`config.mk`:
```
export PLATFORM = sky130hd
export DESIGN_NAME = add_approx_pipe
export DESIGN_NICKNAME = d
export VERILOG_FILES = /design/src/rtl/add_approx_pipe.sv
export SDC_FILE = /design/constraint.sdc
export NUM_CORES = 1
export LEC_CHECK = 0
export ABC_AREA = 1
export CORE_AREA = 2 2 147 149
export CTS_CLUSTER_DIAMETER = 80
export DETAILED_ROUTE_END_ITERATION = 10
export DIE_AREA = 0 0 149 151
export HOLD_SLACK_MARGIN = 0.06
export SKIP_CTS_REPAIR_TIMING = 1
export SLEW_MARGIN = 25
export SYNTH_ARGS = -nofsm -noshare
export SYNTH_HDL_FRONTEND = slang
export SYNTH_SLANG_ARGS = --single-unit
```
`constraint.sdc`:
```
create_clock -name clk -period 3.7 [get_ports clk]
set_input_delay 0.555 -clock clk [delete_from_list [all_inputs] [get_ports clk]]
set_output_delay 0.555 -clock clk [all_outputs]
set_load 0.01 [all_outputs]
```
`src/rtl/add_approx_pipe.sv`:
```
// add_approx_pipe: pipelined unsigned approximate adder (exact / LOA / TRUNC).
// The exact reference sum travels with each beat. An error monitor accumulates
// |exact - approx| statistics at the output handshake.
module add_approx_pipe #(
   parameter int WIDTH  = 8,
   parameter int LOWER  = 4,
   parameter int STAGES = 2,
   parameter int ERR_W  = 32
) (
   input  logic             clk,
   input  logic             rst,
   input  logic             in_valid,
   output logic             in_ready,
   input  logic [WIDTH-1:0] a,
   input  logic [WIDTH-1:0] b,
   input  logic [1:0]       mode,
   output logic             out_valid,
   input  logic             out_ready,
   output logic [WIDTH:0]   sum,
   input  logic             stat_clr,
   output logic [ERR_W-1:0] err_sum,
   output logic [WIDTH:0]   err_max,
   output logic [ERR_W-1:0] err_cnt
);

   localparam int RW  = WIDTH + 1;
   localparam int EW1 = ERR_W + 1;

   // Ones in the approximated low field. This is zero when LOWER is 0.
   localparam logic [RW-1:0] LOW_MASK = ~({RW{1'b1}} << LOWER);
   // The top bit of the low field. It serves as the LOA carry tap and as the
   // half-range TRUNC compensation constant.
   localparam logic [RW-1:0] LOW_TOP  = (LOWER == 0) ? '0 : ((LOW_MASK >> 1) + RW'(1));

   logic [RW-1:0] a_x, b_x, a_hi, b_hi, hi_sum;
   logic [RW-1:0] exact_in, approx_in;
   logic          loa_carry;

   // Input-side arithmetic. The upper field is added as a shifted-down value
   // and then shifted back up. With this, LOWER == 0 and LOWER == WIDTH fall
   // out naturally.
   always_comb begin
      a_x       = {1'b0, a};
      b_x       = {1'b0, b};
      exact_in  = a_x + b_x;
      a_hi      = a_x >> LOWER;
      b_hi      = b_x >> LOWER;
      loa_carry = |(a_x & b_x & LOW_TOP);
      hi_sum    = '0;
      approx_in = exact_in;
      case (mode)
         2'b01: begin
            hi_sum    = a_hi + b_hi + {{(RW-1){1'b0}}, loa_carry};
            approx_in = (hi_sum << LOWER) | ((a_x | b_x) & LOW_MASK);
         end
         2'b10: begin
            hi_sum    = a_hi + b_hi;
            approx_in = (hi_sum << LOWER) | LOW_TOP;
         end
         default: ;  // exact, and reserved code 11 behaves as exact
      endcase
   end

   // Pipeline stage registers and their next-state values.
   logic          vld_q   [STAGES];
   logic          vld_d   [STAGES];
   logic [RW-1:0] sum_q   [STAGES];
   logic [RW-1:0] sum_d   [STAGES];
   logic [RW-1:0] exact_q [STAGES];
   logic [RW-1:0] exact_d [STAGES];
   logic          stall;

   // Backpressure freezes the whole pipe. Bubbles are kept, not squeezed out.
   assign stall     = vld_q[STAGES-1] & ~out_ready;
   assign in_ready  = ~stall;
   assign out_valid = vld_q[STAGES-1];
   assign sum       = sum_q[STAGES-1];

   genvar gi;
   generate
      for (gi = 0; gi < STAGES; gi++) begin : g_stage
         if (gi == 0) begin : g_first
            assign vld_d[gi]   = in_valid;
            assign sum_d[gi]   = approx_in;
            assign exact_d[gi] = exact_in;
         end else begin : g_next
            assign vld_d[gi]   = vld_q[gi-1];
            assign sum_d[gi]   = sum_q[gi-1];
            assign exact_d[gi] = exact_q[gi-1];
         end
      end
   endgenerate

   // All stages advance together unless the output is stalled.
   always_ff @(posedge clk or posedge rst) begin
      if (rst) begin
         for (int i = 0; i < STAGES; i++) begin
            vld_q[i]   <= 1'b0;
            sum_q[i]   <= '0;
            exact_q[i] <= '0;
         end
      end else if (!stall) begin
         for (int i = 0; i < STAGES; i++) begin
            vld_q[i]   <= vld_d[i];
            sum_q[i]   <= sum_d[i];
            exact_q[i] <= exact_d[i];
         end
      end
   end

   // Error monitor.
   logic [RW-1:0]    err_e;
   logic [EW1-1:0]   err_sum_ext;
   logic [ERR_W-1:0] err_sum_q, err_sum_d, err_cnt_q, err_cnt_d;
   logic [RW-1:0]    err_max_q, err_max_d;
   logic             out_fire;

   assign out_fire = vld_q[STAGES-1] & out_ready;

   // Absolute error of the delivered beat and the saturating statistics update.
   always_comb begin
      err_e       = (exact_q[STAGES-1] >= sum_q[STAGES-1]) ?
                    (exact_q[STAGES-1] - sum_q[STAGES-1]) :
                    (sum_q[STAGES-1] - exact_q[STAGES-1]);
      err_sum_ext = {1'b0, err_sum_q} + EW1'(err_e);
      err_sum_d   = err_sum_q;
      err_cnt_d   = err_cnt_q;
      err_max_d   = err_max_q;
      if (stat_clr) begin
         err_sum_d = '0;
         err_cnt_d = '0;
         err_max_d = '0;
      end else if (out_fire) begin
         err_sum_d = err_sum_ext[ERR_W] ? {ERR_W{1'b1}} : err_sum_ext[ERR_W-1:0];
         err_cnt_d = (&err_cnt_q) ? err_cnt_q : err_cnt_q + ERR_W'(1);
         err_max_d = (err_e > err_max_q) ? err_e : err_max_q;
      end
   end

   // Statistics registers.
   always_ff @(posedge clk or posedge rst) begin
      if (rst) begin
         err_sum_q <= '0;
         err_cnt_q <= '0;
         err_max_q <= '0;
      end else begin
         err_sum_q <= err_sum_d;
         err_cnt_q <= err_cnt_d;
         err_max_q <= err_max_d;
      end
   end

   assign err_sum = err_sum_q;
   assign err_cnt = err_cnt_q;
   assign err_max = err_max_q;

endmodule
```
* Word level (Yosys, flattened, before mapping)
Index checks and enable logic that the tools add are counted.
Storage, ports and cells: memories 0, latch bits 0, RAM bits 0, word-level logic and storage cells 44, register bits after elaboration 111, bits in read-only memories 0
Cells by class: eq/ne operators 3, bitwise operators 7, divide/modulo/power cells 0, shifts and indexed selects 0, add/subtract/negate cells 7, $lt $le $gt $ge 2, reductions and logical operators 5, multipliers 0, multiplexer cells 11
Operator list (count):
- 32-bit 2-to-1 mux | 6
- 9-bit 2-to-1 mux | 4
- 32-bit by 9-bit adder with 33-bit output | 1
- 32-bit by 1-bit adder with 32-bit output (second input constant) | 1
- 32-bit AND reduction | 1
- 9-bit one-hot mux with 2 select lines | 1
- 9-bit subtractor | 2
- 8-bit by 8-bit adder with 9-bit output | 1
- 9-bit >= comparator | 1
- 9-bit > comparator | 1
- 9-bit by 4-bit OR with 9-bit output | 1
- 4-bit by 4-bit adder with 5-bit output | 1
- 5-bit by 1-bit adder with 5-bit output | 1
- 4-bit bitwise AND | 1
- 4-bit OR | 1
- 2-bit AND reduction | 2
- 2-bit nonzero test | 2
- 1-bit bitwise AND | 2
- 2-bit by 1-bit equality test with 1-bit output (second input constant) | 1
- 2-bit equality test (second input constant) | 1
- 2-bit != test (second input constant) | 1
- 1-bit NOT | 2

* Logic depth before layout (Yosys ltp)
Gate-level depths: netlist (run 1).
word-level depth 6, gate-level depth with buffers 28, gate-level depth less buffers 26

* Least setup slack after synthesis (run 1)
No wires, ideal clock.
path kind register -> register, start point register sum_q (netlist bit sum[2]), end point register err_sum_q[13] (netlist: err_sum[13]), cell stages (with the launch flop) 27, clock period less this slack 3.191 ns, arrival time 3.108 ns, data required time 3.617 ns, path slack 0.509 ns, buffers on the path 2, library setup time 0.083 ns, path through dfrtp_1 > inv_1 > ha_1 > buf_2 > nand2_1 > nand2_1 > nand2_1 > nand2_1 > nand2_1 > nand3_1 > nor2_1 > nand2_1 > nand2_1 > inv_1 > fa_1 > inv_1 > nand3_1 > nand3_1 > nand2_1 > nand2_1 > nand2_1 > nand2_1 > nand2_1 > buf_2 > nand2_1 > nand2_1 > o21ai_0
Between the ends: word-level cells in the longest chain between the ends 6, elaborated cells between the ends (all ways) 8, those cells by class add/sub: 3; order compare: 1; mux: 4
RTL lines:
- start: declaration | RTL line 67 | logic [RW-1:0] sum_q [STAGES];
- start signal: indexed assignment | RTL line 105 | sum_q[i] <= sum_d[i];
- 9-bit subtractor, or another cell as far along | RTL line 124 | (sum_q[STAGES-1] - exact_q[STAGES-1]);
- 9-bit 2-to-1 mux * | RTL line 122 | err_e = (exact_q[STAGES-1] >= sum_q[STAGES-1]) ?
- 32-bit by 9-bit adder with 33-bit output * | RTL line 125 | err_sum_ext = {1'b0, err_sum_q} + EW1'(err_e);
- 32-bit 2-to-1 mux * | RTL line 134 | err_sum_d = err_sum_ext[ERR_W] ? {ERR_W{1'b1}} : err_sum_ext[ERR_W-1:0];
- 32-bit 2-to-1 mux * | RTL line 133 | end else if (out_fire) begin
- 32-bit 2-to-1 mux * | RTL line 129 | if (stat_clr) begin
- end signal: assignment | RTL line 147 | err_sum_q <= err_sum_d;
- end: declaration | RTL line 114 | logic [ERR_W-1:0] err_sum_q, err_sum_d, err_cnt_q, err_cnt_d;
Every way passes the cells marked *; elsewhere a longest branch is shown, timed or not. The select of a mux whose other input is x is not followed. A chain may end at the register's enable or synchronous reset.

* Worst setup path in the final report (run 1)
start point register sum_q (netlist bit sum[0]), end point register err_sum_q[14] (netlist: err_sum[14])
The elaborated chain is that of the path after synthesis.

==> impl_metrics.json, run 1 <==
{
  "pin_count": 107,
  "setup_ws_ns": 0.313,
  "grt_pass1_wl_um": 38900,
  "status": "finished, final reports clean",
  "min_period_ns": 3.39,
  "ff_latch_area_um2": 2780,
  "irDropWorstVdd_uv": 282,
  "period_share": 0.915,
  "drive_gt1_frac": 0.0564,
  "cp_top_family": "simple AND/OR/NAND/NOR gates",
  "cts_tree": "done",
  "leakage_nw": 4.98,
  "via_per_inst": 4.86,
  "start_util": 0.407,
  "die-area_um2": 22500,
  "reg2reg_from": "sum[0]",
  "die_y_um": 151,
  "drv_slew": 0,
  "finalSetupViolations": 0,
  "cp.depth": 23,
  "vias": 8153,
  "wl_per_cell_um": 13.7,
  "slowest_stage": "dfrtp_1",
  "grt_usage": 0.213,
  "overflow": 0,
  "syn_inst": 1289,
  "drt-total-wl_um": 22900,
  "wl_met1_um": 11600,
  "rows": 53,
  "reg2reg_depth": 23,
  "dr_wl_met3_um": 829,
  "insertedDiodeCount": 0,
  "path_common_cell": "nand2_1",
  "rrSetupSlack_ns": 0.31,
  "ys_ff_latch": 111,
  "grt_pass1_vias": 7740,
  "crit_path_end_kind": "flip-flop",
  "worstPathRequired_ns": 3.93,
  "grt_max_degree": 53,
  "nFillCells": 2180,
  "syn_avg_cell_area_um2": 6.57,
  "multi_input_comb_area_um2": 4950,
  "fmax_mhz": 295,
  "nNetsFinal": 1477,
  "power_density_nw_per_um2": 547,
  "final_cells": 1676,
  "io_buffer_count": 106,
  "cts_root_buf": "clkbuf_16",
  "min_path_type": "flip-flop to flip-flop",
  "drtAntennaViolNets": 0,
  "max_cap_viol_count": 0,
  "synthToLayoutAreaGrowth_pct": 20.9,
  "cts.sinks": 111,
  "crit_chain": "inv_1, ha_1, inv_1, fa_1, nand2_1, nand2_1, nand2_1, nand3_1, nand2_1, nand2_1, nand2_1, inv_1, ha_1, nand2_1, nor2_2, and2_1, nand2_1, nand2_1, nand2_1, buf_4, nand2_1, nand2_1, o21ai_0",
  "numCtsBuffers": 9,
  "drt-initial-drc-count": 568,
  "crit_end": "err_sum[14]",
  "drc_errors": 0,
  "synth.distinct_cells": 42,
  "skew_ns": 0.0118,
  "timing.critical_path.buf_inv": 4,
  "worstSetupStartpoint": "sum[0]",
  "ctsLongestPathBuffers": 2,
  "routabilityCongestion": 0.884,
  "topRoutingLayerUsed": "met4",
  "clkLatencyLatePin_ns": 0.37,
  "synth_area_um2": 8470,
  "timing.slew.headroom": 0.663,
  "dp_hpwl_um": 17700,
  "worst_slew_pin_slew_ns": 0.505,
  "yosys_warnings": 0,
  "critPathMaxStageDelay_ns": 0.42,
  "dr.pass1.iters": 5,
  "ys_seq_area_frac": 0.328,
  "final-hold-violation-count": 0,
  "r2r-end": "err_sum[14]",
  "fin_util": 0.492,
  "wl_met2_um": 10200,
  "post-place-ws_ns": 0.197,
  "core_region_area_um2": 20800,
  "htree_levels": 3,
  "syn_nets": 1370,
  "worstSetupPathType": "flip-flop to flip-flop",
  "die_x_um": 149,
  "crit_fanout": 9,
  "critPathArrivalTime_ns": 3.62,
  "clkTransAtPathRegs_ns": 0.08,
  "grt_antenna_before_repair": 0,
  "dp_cells": 1656,
  "rsz0062_at_grt": "yes",
  "start_kind": "flip-flop"
}
## layout by cell type (no fill, tap or decap), types with 4 or more instances in the layout
cell             instances
dfrtp_1                111
nand4_1                 12
nor2_1                 101
nor2_2                   5
nor3_1                  22
o21ai_2                  7
xor2_1                  15
clkbuf_16                9
ha_1                    47
nand3_1                119
o21a_1                   4
nand2_2                  8
a21oi_1                 35
o21ai_0                 45
buf_4                   17
o21ai_1                 10
xnor2_1                 12
fa_1                     6
a31oi_1                  4
inv_1                  168
nand2_1                483
clkdlybuf4s50_1        106
inv_2                    6
## routing by layer
metal / vias up / global-route usage
met3: 20 / 0.0247
met5: - / 0
met1: 3714 / 0.306
met4: 0 / 0.0514
li1: 4273 / -
met2: 146 / 0.345
## cell type report
cell class,instances,share of cell area
Inverter,177,0.0651
Clock inverter,6,0.00550
Multi-Input combinational cell,973,0.483
Sequential cell,111,0.271
Tap cell,275,0.0336
Timing Repair Buffer,124,0.118
Clock buffer,10,0.0233
## stage by stage
stage | cell area (µm²) | power (mW) | hold slack (ns) | setup TNS [ns]
final | 10200 | 5.60 | 0.456 | 0
after global routing | 10200 | 6.16 | 0.497 | -0.0328
after CTS | 10100 | 5.52 | 0.462 | 0
after detailed placement | 9840 | 4.49 | 0.442 | 0
after global placement | 9840 | 4.46 | 0.434 | 0
after floorplan | 8470 | 3.64 | 0.420 | 0
## kinds of logic after synthesis
logic type,share of synthesized area
adders and majority gates,0.0910
buffers and inverters,0.0949
xor gates and xnor gates,0.0279
AOI/OAI and AO/OA,0.0796
DFF,0.328
and+or+nand+nor,0.379
## tightest hold or removal path, stage by stage (launching register included)
cell	delay (ns)
dfrtp_1	0.33
inv_1	0.05
nand2_1	0.05
## where the power goes
part	switching (mW)	leakage, nW	internal (mW)
Combinational	1.85	3.37	1.21
Sequential	0.145	1.47	1.38
Clock	0.521	0.144	0.495
Total	2.52	4.98	3.08
## registers in the layout (all words and copies together), names as in the netlist, 9 cells and up
| name | cells |
|---|---|
| exact_q | 9 |
| err_cnt | 32 |
| err_sum | 32 |
| sum | 9 |
| exact_d | 9 |
| sum_d | 9 |
| err_max | 9 |
## how the worst min path moves through the flow
| stage | startpoint | to | slack (ns) | depth (start not counted) |
|---|---|---|---|---|
| after CTS | vld_d[0] | out_valid | 0.46 | 2 |
| final | vld_d[0] | out_valid | 0.46 | 2 |
| after global placement | vld_d[0] | out_valid | 0.43 | 2 |
| after detailed placement | vld_d[0] | out_valid | 0.44 | 2 |
| after global routing | vld_d[0] | out_valid | 0.50 | 2 |
| after floorplan | vld_d[0] | out_valid | 0.42 | 2 |
## synthesized netlist by cell type (all sizes together)
cell / number / area (µm²)
a31oi: 4 / 25.0
buf: 11 / 75.1
nor2: 107 / 414
dfrtp: 111 / 2780
clkbuf: 17 / 63.8
and2: 2 / 12.5
a22oi: 2 / 15.0
xor2: 15 / 131
nand3: 122 / 616
a21boi: 1 / 7.51
o311ai: 1 / 8.76
nand4: 13 / 87.6
fa: 6 / 120
a21oi: 37 / 193
ha: 52 / 651
o21bai: 3 / 22.5
nand2: 491 / 1860
inv: 175 / 657
nand3b: 3 / 22.5
a221oi: 1 / 8.76
o21ai: 62 / 333
a21o: 3 / 22.5
or2: 2 / 12.5
clkinv: 2 / 7.51
nor3b: 3 / 22.5
o221ai: 1 / 8.76
xnor2: 12 / 105
nor3: 26 / 163
o21a: 4 / 30.0
Power figures use the tool's default switching activity.
==> run 2, diff against run 1 <==
CAP_MARGIN = 15   (was not set)
==> results of run 2 <==
No change in the layout: final DEF, timing and power equal those of run 1.
